--- config.mk ---
export PLATFORM = sky130hd
export DESIGN_NAME = id_ex_hazard
export DESIGN_NICKNAME = d
export VERILOG_FILES = /design/src/rtl/id_ex_hazard_pkg.sv /design/src/rtl/id_ex_hazard_reg_usage_decode.sv /design/src/rtl/id_ex_hazard.sv
export SDC_FILE = /design/constraint.sdc
export NUM_CORES = 1
export LEC_CHECK = 0
export CORE_UTILIZATION = 30
export CTS_CLUSTER_DIAMETER = 40
export DETAILED_ROUTE_END_ITERATION = 16
export PLACE_DENSITY_LB_ADDON = 0.15
export SLEW_MARGIN = 20
export SYNTH_ARGS = -nofsm -noshare
export SYNTH_HDL_FRONTEND = slang
export SYNTH_SLANG_ARGS = --single-unit
--- constraint.sdc ---
create_clock -name clk -period 3.9 [get_ports clk]
set_input_delay 0.78 -clock clk [delete_from_list [all_inputs] [get_ports clk]]
set_output_delay 0.78 -clock clk [all_outputs]
set_load 0.02 [all_outputs]
--- src/rtl/id_ex_hazard_pkg.sv ---
// Shared WISC definitions for the issue stage: opcode values, the NOP encoding,
// register-index width and the scoreboard entry layout.
package id_ex_hazard_pkg;

  localparam int REG_W  = 3;
  localparam int INST_W = 16;

  localparam logic [INST_W-1:0] NOP_INST = 16'h0800;

  localparam logic [4:0] OP_HALT = 5'b00000;
  localparam logic [4:0] OP_NOP  = 5'b00001;
  localparam logic [4:0] OP_J    = 5'b00100;
  localparam logic [4:0] OP_JR   = 5'b00101;
  localparam logic [4:0] OP_JAL  = 5'b00110;
  localparam logic [4:0] OP_JALR = 5'b00111;
  localparam logic [4:0] OP_ST   = 5'b10000;
  localparam logic [4:0] OP_LD   = 5'b10001;
  localparam logic [4:0] OP_SLBI = 5'b10010;
  localparam logic [4:0] OP_STU  = 5'b10011;
  localparam logic [4:0] OP_LBI  = 5'b11000;
  localparam logic [4:0] OP_BTR  = 5'b11001;

  localparam logic [REG_W-1:0] LINK_REG = 3'd7;

  typedef struct packed {
    logic             valid;
    logic [REG_W-1:0] dst;
  } sb_entry_t;

endpackage

--- src/rtl/id_ex_hazard_reg_usage_decode.sv ---
// Combinational register-usage decoder: which register fields an instruction
// reads and which one it writes. Shared with the forwarding unit.
module reg_usage_decode
  import id_ex_hazard_pkg::*;
(
  input  logic [INST_W-1:0] inst,
  output logic              src1_v,
  output logic [REG_W-1:0]  src1,
  output logic              src2_v,
  output logic [REG_W-1:0]  src2,
  output logic              dst_v,
  output logic [REG_W-1:0]  dst
);

  logic [4:0] op;
  logic       unused_imm_bits;

  assign op              = inst[15:11];
  assign src1            = inst[10:8];
  assign src2            = inst[7:5];
  assign unused_imm_bits = ^inst[1:0];

  always_comb begin
    src1_v = 1'b0;
    src2_v = 1'b0;
    dst_v  = 1'b0;
    dst    = '0;
    casez (op)
      5'b010??, 5'b101??: begin
        src1_v = 1'b1;
        dst_v  = 1'b1;
        dst    = inst[7:5];
      end
      OP_ST: begin
        src1_v = 1'b1;
        src2_v = 1'b1;
      end
      OP_LD: begin
        src1_v = 1'b1;
        dst_v  = 1'b1;
        dst    = inst[7:5];
      end
      OP_STU: begin
        src1_v = 1'b1;
        src2_v = 1'b1;
        dst_v  = 1'b1;
        dst    = inst[10:8];
      end
      OP_SLBI: begin
        src1_v = 1'b1;
        dst_v  = 1'b1;
        dst    = inst[10:8];
      end
      OP_LBI: begin
        dst_v = 1'b1;
        dst   = inst[10:8];
      end
      OP_BTR: begin
        src1_v = 1'b1;
        dst_v  = 1'b1;
        dst    = inst[4:2];
      end
      5'b1101?, 5'b111??: begin
        src1_v = 1'b1;
        src2_v = 1'b1;
        dst_v  = 1'b1;
        dst    = inst[4:2];
      end
      5'b011??, OP_JR: begin
        src1_v = 1'b1;
      end
      OP_JAL: begin
        dst_v = 1'b1;
        dst   = LINK_REG;
      end
      OP_JALR: begin
        src1_v = 1'b1;
        dst_v  = 1'b1;
        dst    = LINK_REG;
      end
      default: begin
      end
    endcase
  end

endmodule

--- src/rtl/id_ex_hazard.sv ---
// ID/EX issue stage: scoreboard-based RAW stall (no forwarding), NOP bubbles on
// stall/flush/fetch bubble, and a saturating stall counter.
module id_ex_hazard
  import id_ex_hazard_pkg::*;
#(
  parameter int DEPTH = 2
) (
  input  logic              clk,
  input  logic              rst,
  input  logic [INST_W-1:0] inst_dec,
  input  logic              inst_dec_valid,
  input  logic              flush,
  output logic              stall,
  output logic [INST_W-1:0] inst_ex,
  output logic [15:0]       stall_count
);

  logic             src1_v, src2_v, dst_v;
  logic [REG_W-1:0] src1, src2, dst;
  logic             hazard;
  logic             issue;
  sb_entry_t        sb [DEPTH];

  reg_usage_decode u_decode (
    .inst   (inst_dec),
    .src1_v (src1_v),
    .src1   (src1),
    .src2_v (src2_v),
    .src2   (src2),
    .dst_v  (dst_v),
    .dst    (dst)
  );

  always_comb begin
    hazard = 1'b0;
    for (int i = 0; i < DEPTH; i++) begin
      if (sb[i].valid &&
          ((src1_v && (src1 == sb[i].dst)) || (src2_v && (src2 == sb[i].dst))))
        hazard = 1'b1;
    end
  end

  // Flush outranks everything, so a wrong-path hazard never costs a stall cycle.
  assign stall = !flush && inst_dec_valid && hazard;
  assign issue = !flush && inst_dec_valid && !hazard;

  always_ff @(posedge clk) begin
    if (rst) begin
      inst_ex     <= NOP_INST;
      stall_count <= '0;
      for (int i = 0; i < DEPTH; i++)
        sb[i] <= '0;
    end else begin
      inst_ex <= issue ? inst_dec : NOP_INST;
      if (stall && (stall_count != 16'hFFFF))
        stall_count <= stall_count + 16'd1;
      // Shift every cycle so bubbles age producers out while decode is frozen.
      sb[0] <= '{valid: issue && dst_v, dst: dst};
      for (int i = 1; i < DEPTH; i++)
        sb[i] <= sb[i-1];
    end
  end

endmodule
==> out/qor.csv, run 1 <==
stage,metric,value,unit
run_status,status,finished clean,
logic_synthesis,simple-gate share of the synthesized area,27.72,%
routing,Via density,4.883,
logic_synthesis,post-synthesis compound-gate area fraction,14.41,%
critical_path,Worst Path Max Fanout,8,
logic_synthesis,main flop type after synthesis,dfxtp_1,
clock_tree,post_cts resized,1,
die,FP Rows,28,
logic_synthesis,Synth Cell Area,1946,um2
timing,RSZ-0062 raised after global routing,no,
timing,final worst-path cycle share,92.64,%
timing,"Slew Viols, Final",0,
grt,first-pass GRT wire length,7527,um
timing,hold slack,0.4964,ns
grt,largest net degree at the start of global routing,18,
logic_synthesis,"FF+latch count, synth",40,
timing,Total Negative Setup Slacks,0,ns
logic_synthesis,syn nets,226,
timing,Final Hold Fails,0,
place,global placement routability congestion,0.8140,
pwr,Logic pwr share,12.0,%
critical_path,CP Launch Type,input port,
critical_path,Crit Path Class,input port to output port,
clock_tree,clk buf depth,2,
logic_synthesis,Synth Area in XOR/XNOR,7.203,%
finish,Final #Nets,288,
run,Max Cap Viol,0,
timing,Worst Max-Slew Pin Slew,0.6719,ns
clock_tree,hold_buf cts,0,
finish,area growth from synthesis to layout,40.39,%
logic_synthesis,Avg Synthesized Cell Area,9.491,um2
die,Die Footprint,6811,um2
routing,Pre-antenna DRT Iters,4,
clock_tree,Post CTS Setup Buffer Count,0,
finish,Fill cells,616,
clock_tree,CTS Buf Count,5,
pwr,Pwr per Cell Area,328.5,nW/um2
routing,antenna-violating nets left,0,
finish,most frequent cells in the layout,"clkdlybuf4s50_1 (51), dfxtp_1 (40), nor2_1 (16)",
finish,final core utilization,44.81,%
place,number of I/O port buffers,52,
finish,"most common cell after layout, fill and taps aside",clkdlybuf4s50_1,
pwr,switching pwr,0.0002001,W
routing,Total Wirelength,4659,um
timing,setup violators final,0,
timing,minimum clock period,3.613,ns
timing,setup ws final,0.2869,ns
routing,vias,1675,
place,dpl ws,-0.008544,ns
clock_tree,CTS Root Cell,clkbuf_8,
die,Initial Utilization,31.92,%
pwr,VDD IR max,134.5,uV
pwr,Design Power,0.0008973,W
logic_synthesis,"Seq/Total Area, Yosys",41.16,%
logic_synthesis,asr flop ratio synth,0,%
finish,Antenna diodes,0,
logic_synthesis,multiplexer share of the synthesized area,5.852,%
finish,footprint of the multi-input gates,1086,um2
finish,register area,800.8,um2
grt,antenna violations before repair,0,
routing,initial drt markers,75,
pwr,Seq pwr share,47.0,%
routing,Post-route DRC,0,
grt,Tot GR Track Use,14.90,%
die,I/O pins,53,
pwr,clock share of power,41.0,%
critical_path,CP endpoint kind,output port,
clock_tree,CTS tree,done,
timing,Slew headroom,54.96,%
die,chip height,82.53,um
clock_tree,number of clock sinks,40,
critical_path,CP Data Required Time,3.12,ns
hold_path,Hold WC Path Type,flop to flop,
clock_tree,clk_lat worst skew,0.30,ns
logic_synthesis,main combinational cell family by area after synthesis,simple AND/OR/NAND/NOR gates,
logic_synthesis,yosys warns,0,
place,dpl hpwl,3533,um
die,Die W,82.53,um
routing,routed length per instance,13.58,um
die,Core Region,6096,um2
grt,GRT overflow,0,
logic_synthesis,post-synthesis cell count,205,
logic_synthesis,number of enable flip-flop cells after synthesis,0,
timing,fmax,0.2768,GHz
finish,share of cells above drive strength 1,14.55,%
pwr,sw frac,22.30,%
logic_synthesis,Synth Area in Adders,0.6431,%
clock_tree,Clock Pin Slew Worst Setup and Hold Paths,0.08,ns
clock_tree,CTS H-tree depth,2,
pwr,Leakage,1.035,nW
grt,vias in the first global route,1624,
critical_path,"Arr. time, crit path",2.83,ns
pwr,Pint,0.0006972,W
logic_synthesis,Yosys cell types,50,
timing,Max Clock Skew,0.01132,ns
layout make-up:
cell class	instances	share of cell area, %
tap	75	3.436
timing repair buffer	64	22.31
sequential	40	29.32
clock inverter	1	1.099
inverter	4	0.5497
clock buffer	7	3.527
multi-input combinational	152	39.76
layer usage:
layer / global-route usage [%] / share of wire [%] / vias up
li1: - / - / 859
met1: 18.82 / 48 / 759
met2: 24.55 / 44 / 51
met3: 4.066 / 6.3 / 6
met4: 4.655 / 1.4 / 0
met5: 0 / 0 / -
stage by stage:
step / cells / cell area, um2
final: 343 / 2731
after global placement: 335 / 2606
after floorplan: 205 / 1946
after detailed placement: 335 / 2606
after global routing: 343 / 2731
after CTS: 343 / 2731
cell usage after synthesis (2+ instances only):
library cell	count	area [um2]
mux2_1	6	67.56
xnor2_1	9	78.83
and2_1	15	93.84
nor3_2	2	20.02
buf_2	5	25.02
a21oi_1	13	65.06
mux2i_1	2	20.02
and4_1	2	17.52
a211oi_1	2	15.01
nand2_1	5	18.77
nand2b_1	2	12.51
o21ai_1	2	10.01
nand4_1	5	31.28
clkbuf_1	3	11.26
a222oi_1	3	30.03
o2111ai_2	2	30.03
and3_1	7	43.79
nor4_2	2	25.02
a31oi_1	2	12.51
a31o_2	3	26.28
nand3_1	5	25.02
nand2_2	2	12.51
nor2_1	16	60.06
nand3b_1	2	15.01
nor2b_1	13	81.33
xor2_1	7	61.31
dfxtp_1	40	800.8
inv_1	4	15.01
nor4_1	3	18.77
registers in the layout, summed over array words and instances (netlist names):
signal / flops
inst_ex: 16
stall_count: 16
sb: 8
worst max-delay path, cell delays in order:
cell             delay (ns)
clkdlybuf4s50_1        0.63
a211o_1                0.19
o41ai_2                0.09
nor4_2                 0.35
o21ai_1                0.14
a21oi_1                0.27
dlygate4sd2_1          0.37
cells by family (layout without fill, tap and decap cells):
logic type / count (synthesis) / count (layout)
AND/OR/NAND/NOR: 88 / 88
flip-flops: 40 / 40
AO/OA/AOI/OAI: 37 / 37
XOR/XNOR: 16 / 16
buffers and inverters: 13 / 76
multiplexers: 10 / 10
adder cells (fa/ha/maj): 1 / 1
worst paths after layout:
check	start	endpoint	slack [ns]	depth (start not counted)
worst max-delay path	inst_dec[11]	stall	0.29	7
worst min register to register	sb[0][2]	sb[0][6]	0.50	1
worst min-delay path	sb[0][2]	sb[0][6]	0.50	1
worst max register to register	stall_count[8]	stall_count[13]	1.60	7
power by group through the flow:
stage / logic (W) / clock network (W) / registers [W]
after floorplan: 0.0000515 / 0 / 0.000436
after detailed placement: 0.000109 / 0 / 0.000431
after CTS: 0.000110 / 0.000379 / 0.000422
after global placement: 0.000109 / 0 / 0.000431
final: 0.000108 / 0.000368 / 0.000421
after global routing: 0.000119 / 0.000394 / 0.000423
(Power assumes the default switching activity.)
==> run 2: changes to the inputs <==
--- a/config.mk
+++ b/config.mk
@@ -9,6 +9,7 @@
 export CTS_CLUSTER_DIAMETER = 40
 export DETAILED_ROUTE_END_ITERATION = 16
 export PLACE_DENSITY_LB_ADDON = 0.15
+export REMOVE_ABC_BUFFERS = 1
 export SLEW_MARGIN = 20
 export SYNTH_ARGS = -nofsm -noshare
 export SYNTH_HDL_FRONTEND = slang
==> out/qor.csv, run 2 (synthesized netlist as in run 1, its figures left out) <==
stage,metric,value,unit
finish,share of cells above drive strength 1,14.55,%
timing,setup violators final,0,
clock_tree,clk buf depth,2,
routing,Total Wirelength,4625,um
routing,antenna-violating nets left,0,
timing,RSZ-0062 raised after global routing,no,
pwr,Leakage,1.048,nW
finish,Final #Nets,288,
place,dpl ws,0.09271,ns
clock_tree,clk_lat worst skew,0.30,ns
hold_path,Hold WC Path Type,flop to flop,
critical_path,Register-to-Register Path Depth,7,
grt,vias in the first global route,1621,
critical_path,cell family with most CP delay,buffers and inverters,
finish,Final Instance Area,2730,um2
critical_path,Crit Path Class,input port to output port,
timing,Slew headroom,34.47,%
timing,final worst-path cycle share,87.62,%
critical_path,max incr delay on CP,0.51,ns
clock_tree,number of clock sinks,40,
grt,GRT overflow,0,
critical_path,Crit path buffers/inverters,3,
clock_tree,CTS Buf Count,5,
routing,Via density,4.942,
routing,routed length per instance,13.48,um
finish,area growth from synthesis to layout,40.32,%
finish,most frequent cells in the layout,"clkdlybuf4s50_1 (51), dfxtp_1 (40), nor2_1 (16)",
critical_path,CP Launch Type,input port,
timing,setup ws final,0.4828,ns
hold_path,hold depth,1,
grt,antenna violations before repair,0,
clock_tree,Post CTS Setup Buffer Count,0,
critical_path,origin of the critical flop-to-flop path,stall_count[6],
clock_tree,hold_buf cts,0,
timing,"Slew Viols, Final",0,
die,I/O pins,53,
critical_path,Worst R2R Setup Slack,1.58,ns
pwr,VDD IR max,200.3,uV
timing,Max Clock Skew,0.009942,ns
timing,minimum clock period,3.417,ns
finish,Antenna diodes,0,
timing,Final Hold Fails,0,
critical_path,"Arr. time, crit path",2.64,ns
place,number of I/O port buffers,52,
routing,Pre-antenna DRT Iters,4,
routing,initial drt markers,134,
routing,vias,1695,
clock_tree,Clock Pin Slew Worst Setup and Hold Paths,0.08,ns
grt,Tot GR Track Use,15.09,%
critical_path,crit-path most repeated cell,a21oi_1,
critical_path,CP Data Required Time,3.12,ns
critical_path,Crit-path slowest cell,clkdlybuf4s50_1,
hold_path,hold endpoint,sb[0][7],
die,chip height,82.53,um
run_status,status,finished clean,
clock_tree,CTS tree,done,
die,FP Rows,28,
finish,Largest regs,"inst_ex x16, stall_count x16, sb x8",
critical_path,r2r endpoint,stall_count[11],
routing,Post-route DRC,0,
grt,largest net degree at the start of global routing,27,
hold_path,hold path startpoint,sb[0][3],
place,placed cell area,2606,um2
run,Max Cap Viol,0,
critical_path,CP endpoint kind,output port,
finish,Fill cells,628,
finish,"most common cell after layout, fill and taps aside",clkdlybuf4s50_1,
die,Initial Utilization,31.92,%
pwr,Pwr per Cell Area,327.5,nW/um2
place,dpl hpwl,3408,um
clock_tree,CTS H-tree depth,2,
die,Die Footprint,6811,um2
timing,Total Negative Setup Slacks,0,ns
critical_path,worst-path cell chain,clkdlybuf4s50_1 > buf_4 > nor3_2 > a22oi_1 > a21oi_1 > o21ai_1 > a21oi_1 > dlymetal6s2s_1,
clock_tree,CTS Root Cell,clkbuf_8,
die,Die W,82.53,um
critical_path,Worst Path Max Fanout,5,
grt,first-pass GRT wire length,7776,um
place,global placement routability congestion,0.7766,
die,Core Region,6096,um2
timing,Worst Max-Slew Pin Slew,0.9798,ns
timing,fmax,0.2926,GHz
## run 2: cell types whose count changed in the layout (fill, tap and decap cells not counted)
| cell | change |
|---|---|
| clkbuf_8 | -1 |
| clkinv_4 | +1 |
| dlygate4sd2_1 | -1 |
| dlymetal6s2s_1 | +1 |
## run 2: worst max path at each step
stage                 end    startpoint  cells after the start  slack [ns]
global route        stall  inst_dec[11]                      8        0.29
floorplan           stall  inst_dec[13]                      5        1.20
global placement    stall  inst_dec[11]                      8        0.16
finish              stall  inst_dec[11]                      8        0.48
CTS                 stall  inst_dec[11]                      8        0.08
detailed placement  stall  inst_dec[11]                      8        0.09
## run 2: per-stage QoR
stage | util, % | hold slack [ns] | std cells | power [W]
final | 44.79 | 0.4958 | 343 | 0.0008942
after global placement | 42.75 | 0.4876 | 335 | 0.0005378
after global routing | 44.79 | 0.5312 | 343 | 0.0009295
after detailed placement | 42.75 | 0.4876 | 335 | 0.0005379
after CTS | 44.75 | 0.4998 | 343 | 0.0009037
after floorplan | - | 0.4671 | 196 | 0.0004769
## run 2: routing by layer
metal / routed length (um) / GRT usage (%) / up-vias / part of all wire [%]
li1: - / - / 857 / -
met2: 2064 / 23.22 / 46 / 45
met1: 2254 / 20.41 / 786 / 49
met4: 55 / 5.690 / 0 / 1.2
met3: 251 / 3.407 / 6 / 5.4
met5: 0 / 0 / - / 0
## run 2: power by group
part	switching [W]	total, W	internal, W
Sequential	0.00000473	0.000421	0.000417
Combinational	0.0000530	0.000107	0.0000541
Clock	0.000156	0.000366	0.000209
## run 2: worst register-to-register path, cell delays in order (launching register included)
cell       delay, ns
dfxtp_1         0.43
and4_1          0.27
nand3_2         0.11
or4_4           0.53
o2111ai_2       0.15
nand2_2         0.22
nand4_1         0.17
mux2_1          0.33
## run 2: layout make-up
| type | count | area (um2) | area share (%) |
|---|---|---|---|
| Multi-Input combinational cell | 152 | 1086 | 39.78 |
| Sequential cell | 40 | 800.8 | 29.33 |
| Timing Repair Buffer | 64 | 613.1 | 22.46 |
| Tap cell | 75 | 93.84 | 3.437 |
| Clock buffer | 6 | 82.58 | 3.025 |
| Clock inverter | 2 | 38.79 | 1.421 |
| Inverter | 4 | 15.01 | 0.5500 |
## run 2: repair_timing
action,CTS,global route
hold endpoints to repair,0,0
resized for setup,0,1
setup endpoints to repair,0,1
==> run 3: changes to the inputs <==
--- a/config.mk
+++ b/config.mk
@@ -5,6 +5,7 @@
 export SDC_FILE = /design/constraint.sdc
 export NUM_CORES = 1
 export LEC_CHECK = 0
+export CORE_ASPECT_RATIO = 1.1
 export CORE_UTILIZATION = 30
 export CTS_CLUSTER_DIAMETER = 40
 export DETAILED_ROUTE_END_ITERATION = 16
==> out/qor.csv, run 3 (synthesized netlist as in run 1, its figures left out) <==
stage,metric,value,unit
run_status,status,finished clean,
clock_tree,Clock Pin Slew Worst Setup and Hold Paths,0.08,ns
timing,final worst-path cycle share,86.89,%
clock_tree,CTS Buf Count,5,
timing,Final Hold Fails,0,
finish,share of cells above drive strength 1,14.23,%
hold_path,hold depth,1,
timing,hold slack,0.5133,ns
critical_path,CP endpoint kind,output port,
place,global placement routability congestion,0.8025,
die,Die W,78.79,um
critical_path,Crit Path Class,input port to output port,
critical_path,Register-to-Register Path Depth,7,
critical_path,Worst Path Max Fanout,6,
hold_path,hold path startpoint,sb[0][0],
die,chip height,86.46,um
timing,RSZ-0062 raised after global routing,no,
timing,Slew headroom,46.49,%
grt,first-pass GRT wire length,7990,um
timing,fmax,0.2951,GHz
hold_path,Hold WC Path Type,flop to flop,
die,Initial Utilization,31.22,%
routing,vias,1717,
clock_tree,number of clock sinks,40,
clock_tree,Post CTS Setup Buffer Count,0,
finish,Final #Nets,287,
die,FP Rows,30,
grt,GRT Max-Usage Layer,met2,
grt,Tot GR Track Use,15.09,%
timing,setup violators final,0,
run,Max Cap Viol,0,
critical_path,CP Launch Type,input port,
routing,Pre-antenna DRT Iters,4,
grt,vias in the first global route,1622,
routing,antenna-violating nets left,0,
pwr,Leakage,1.031,nW
grt,antenna violations before repair,0,
critical_path,CP Data Required Time,3.12,ns
die,Die Footprint,6812,um2
pwr,Design Power,0.0008187,W
die,I/O pins,53,
grt,GRT overflow,0,
clock_tree,clk_lat worst skew,0.30,ns
place,dpl hpwl,3501,um
place,Cell Count Post-Placement,339,
routing,Total Wirelength,4788,um
timing,minimum clock period,3.389,ns
place,number of I/O port buffers,52,
finish,Largest regs,"inst_ex x16, stall_count x16, sb x8",
routing,Post-route DRC,0,
critical_path,"Arr. time, crit path",2.61,ns
critical_path,r2r endpoint,stall_count[13],
clock_tree,CTS Root Cell,clkbuf_8,
finish,"non-filler cells, final",347,
grt,met2 Resource Use GR,25.38,%
finish,most frequent cells in the layout,"clkdlybuf4s50_1 (51), dfxtp_1 (40), nor2_1 (16)",
critical_path,origin of the critical flop-to-flop path,stall_count[6],
pwr,Pwr per Cell Area,303.2,nW/um2
finish,"most common cell after layout, fill and taps aside",clkdlybuf4s50_1,
hold_path,hold endpoint,sb[0][4],
die,Core Region,6231,um2
grt,GR Util met3,3.579,%
grt,met1 usage,19.28,%
timing,"Slew Viols, Final",0,
grt,largest net degree at the start of global routing,22,
routing,initial drt markers,110,
clock_tree,hold_buf cts,0,
routing,routed length per instance,13.80,um
clock_tree,CTS H-tree depth,2,
finish,area growth from synthesis to layout,38.78,%
clock_tree,CTS tree,done,
critical_path,Worst R2R Setup Slack,1.59,ns
clock_tree,clk buf depth,2,
timing,Total Negative Setup Slacks,0,ns
finish,Antenna diodes,0,
routing,Via density,4.948,
timing,Worst Max-Slew Pin Slew,0.8002,ns
pwr,VDD IR max,121.5,uV
timing,Max Clock Skew,0.006052,ns
[run 3: cell types whose count changed in the layout (fill, tap and decap cells not counted)]
cell,change
bufinv_16,-1
buf_4,-1
clkinv_4,-1
clkinv_2,+2
[run 3: through the flow]
| stage | worst slack, ns | utilization, % | instance area, um2 |
|---|---|---|---|
| after floorplan | 1.197 | - | 1902 |
| after global placement | 0.1535 | 41.81 | 2605 |
| after detailed placement | 0.1352 | 41.81 | 2605 |
| after CTS | 0.1057 | 43.29 | 2698 |
| after global routing | 0.3752 | 43.33 | 2700 |
| final | 0.5113 | 43.33 | 2700 |
[run 3: worst max path at each step]
stage | start | slack [ns] | cells past startpoint | endpoint
after detailed placement | inst_dec[11] | 0.14 | 8 | stall
after global placement | inst_dec[13] | 0.15 | 7 | stall
after CTS | inst_dec[11] | 0.11 | 8 | stall
after global routing | inst_dec[11] | 0.38 | 8 | stall
final | inst_dec[11] | 0.51 | 8 | stall
after floorplan | inst_dec[13] | 1.20 | 5 | stall
[run 3: timing repair]
action                                  4_1_cts  5_1_grt
endpoints found under the hold margin         0        0
gates resized for setup                       0        1
endpoints found under the setup margin        0        1
[run 3: where the power goes]
group / internal, W / total [W] / switching, W
combinational: 0.0000534 / 0.000107 / 0.0000539
clock: 0.000141 / 0.000290 / 0.000149
sequential: 0.000417 / 0.000421 / 0.00000486
total: 0.000611 / 0.000819 / 0.000207
[run 3: routing by layer]
metal  part of all wire [%]  routed length (um)
met1                     45                2174
met3                    6.0                 289
met5                      0                   0
met4                   0.92                  44
met2                     48                2280
[run 3: worst max-delay path: stages]
cell and delay, ns:
clkdlybuf4s50_1 0.47, buf_4 0.19, nor3_2 0.20, a22oi_1 0.10, a21oi_1 0.24, o21ai_1 0.12
a21oi_1 0.25, dlymetal6s2s_1 0.26
[run 3: cell type report]
| class | instances | area [um2] |
|---|---|---|
| Inverter | 4 | 15.01 |
| Timing Repair Buffer | 63 | 605.6 |
| Fill cell | 644 | 3531 |
| Sequential cell | 40 | 800.8 |
| Clock buffer | 6 | 82.58 |
| Clock inverter | 2 | 10.01 |
| Multi-Input combinational cell | 152 | 1086 |
| Tap cell | 80 | 100.1 |
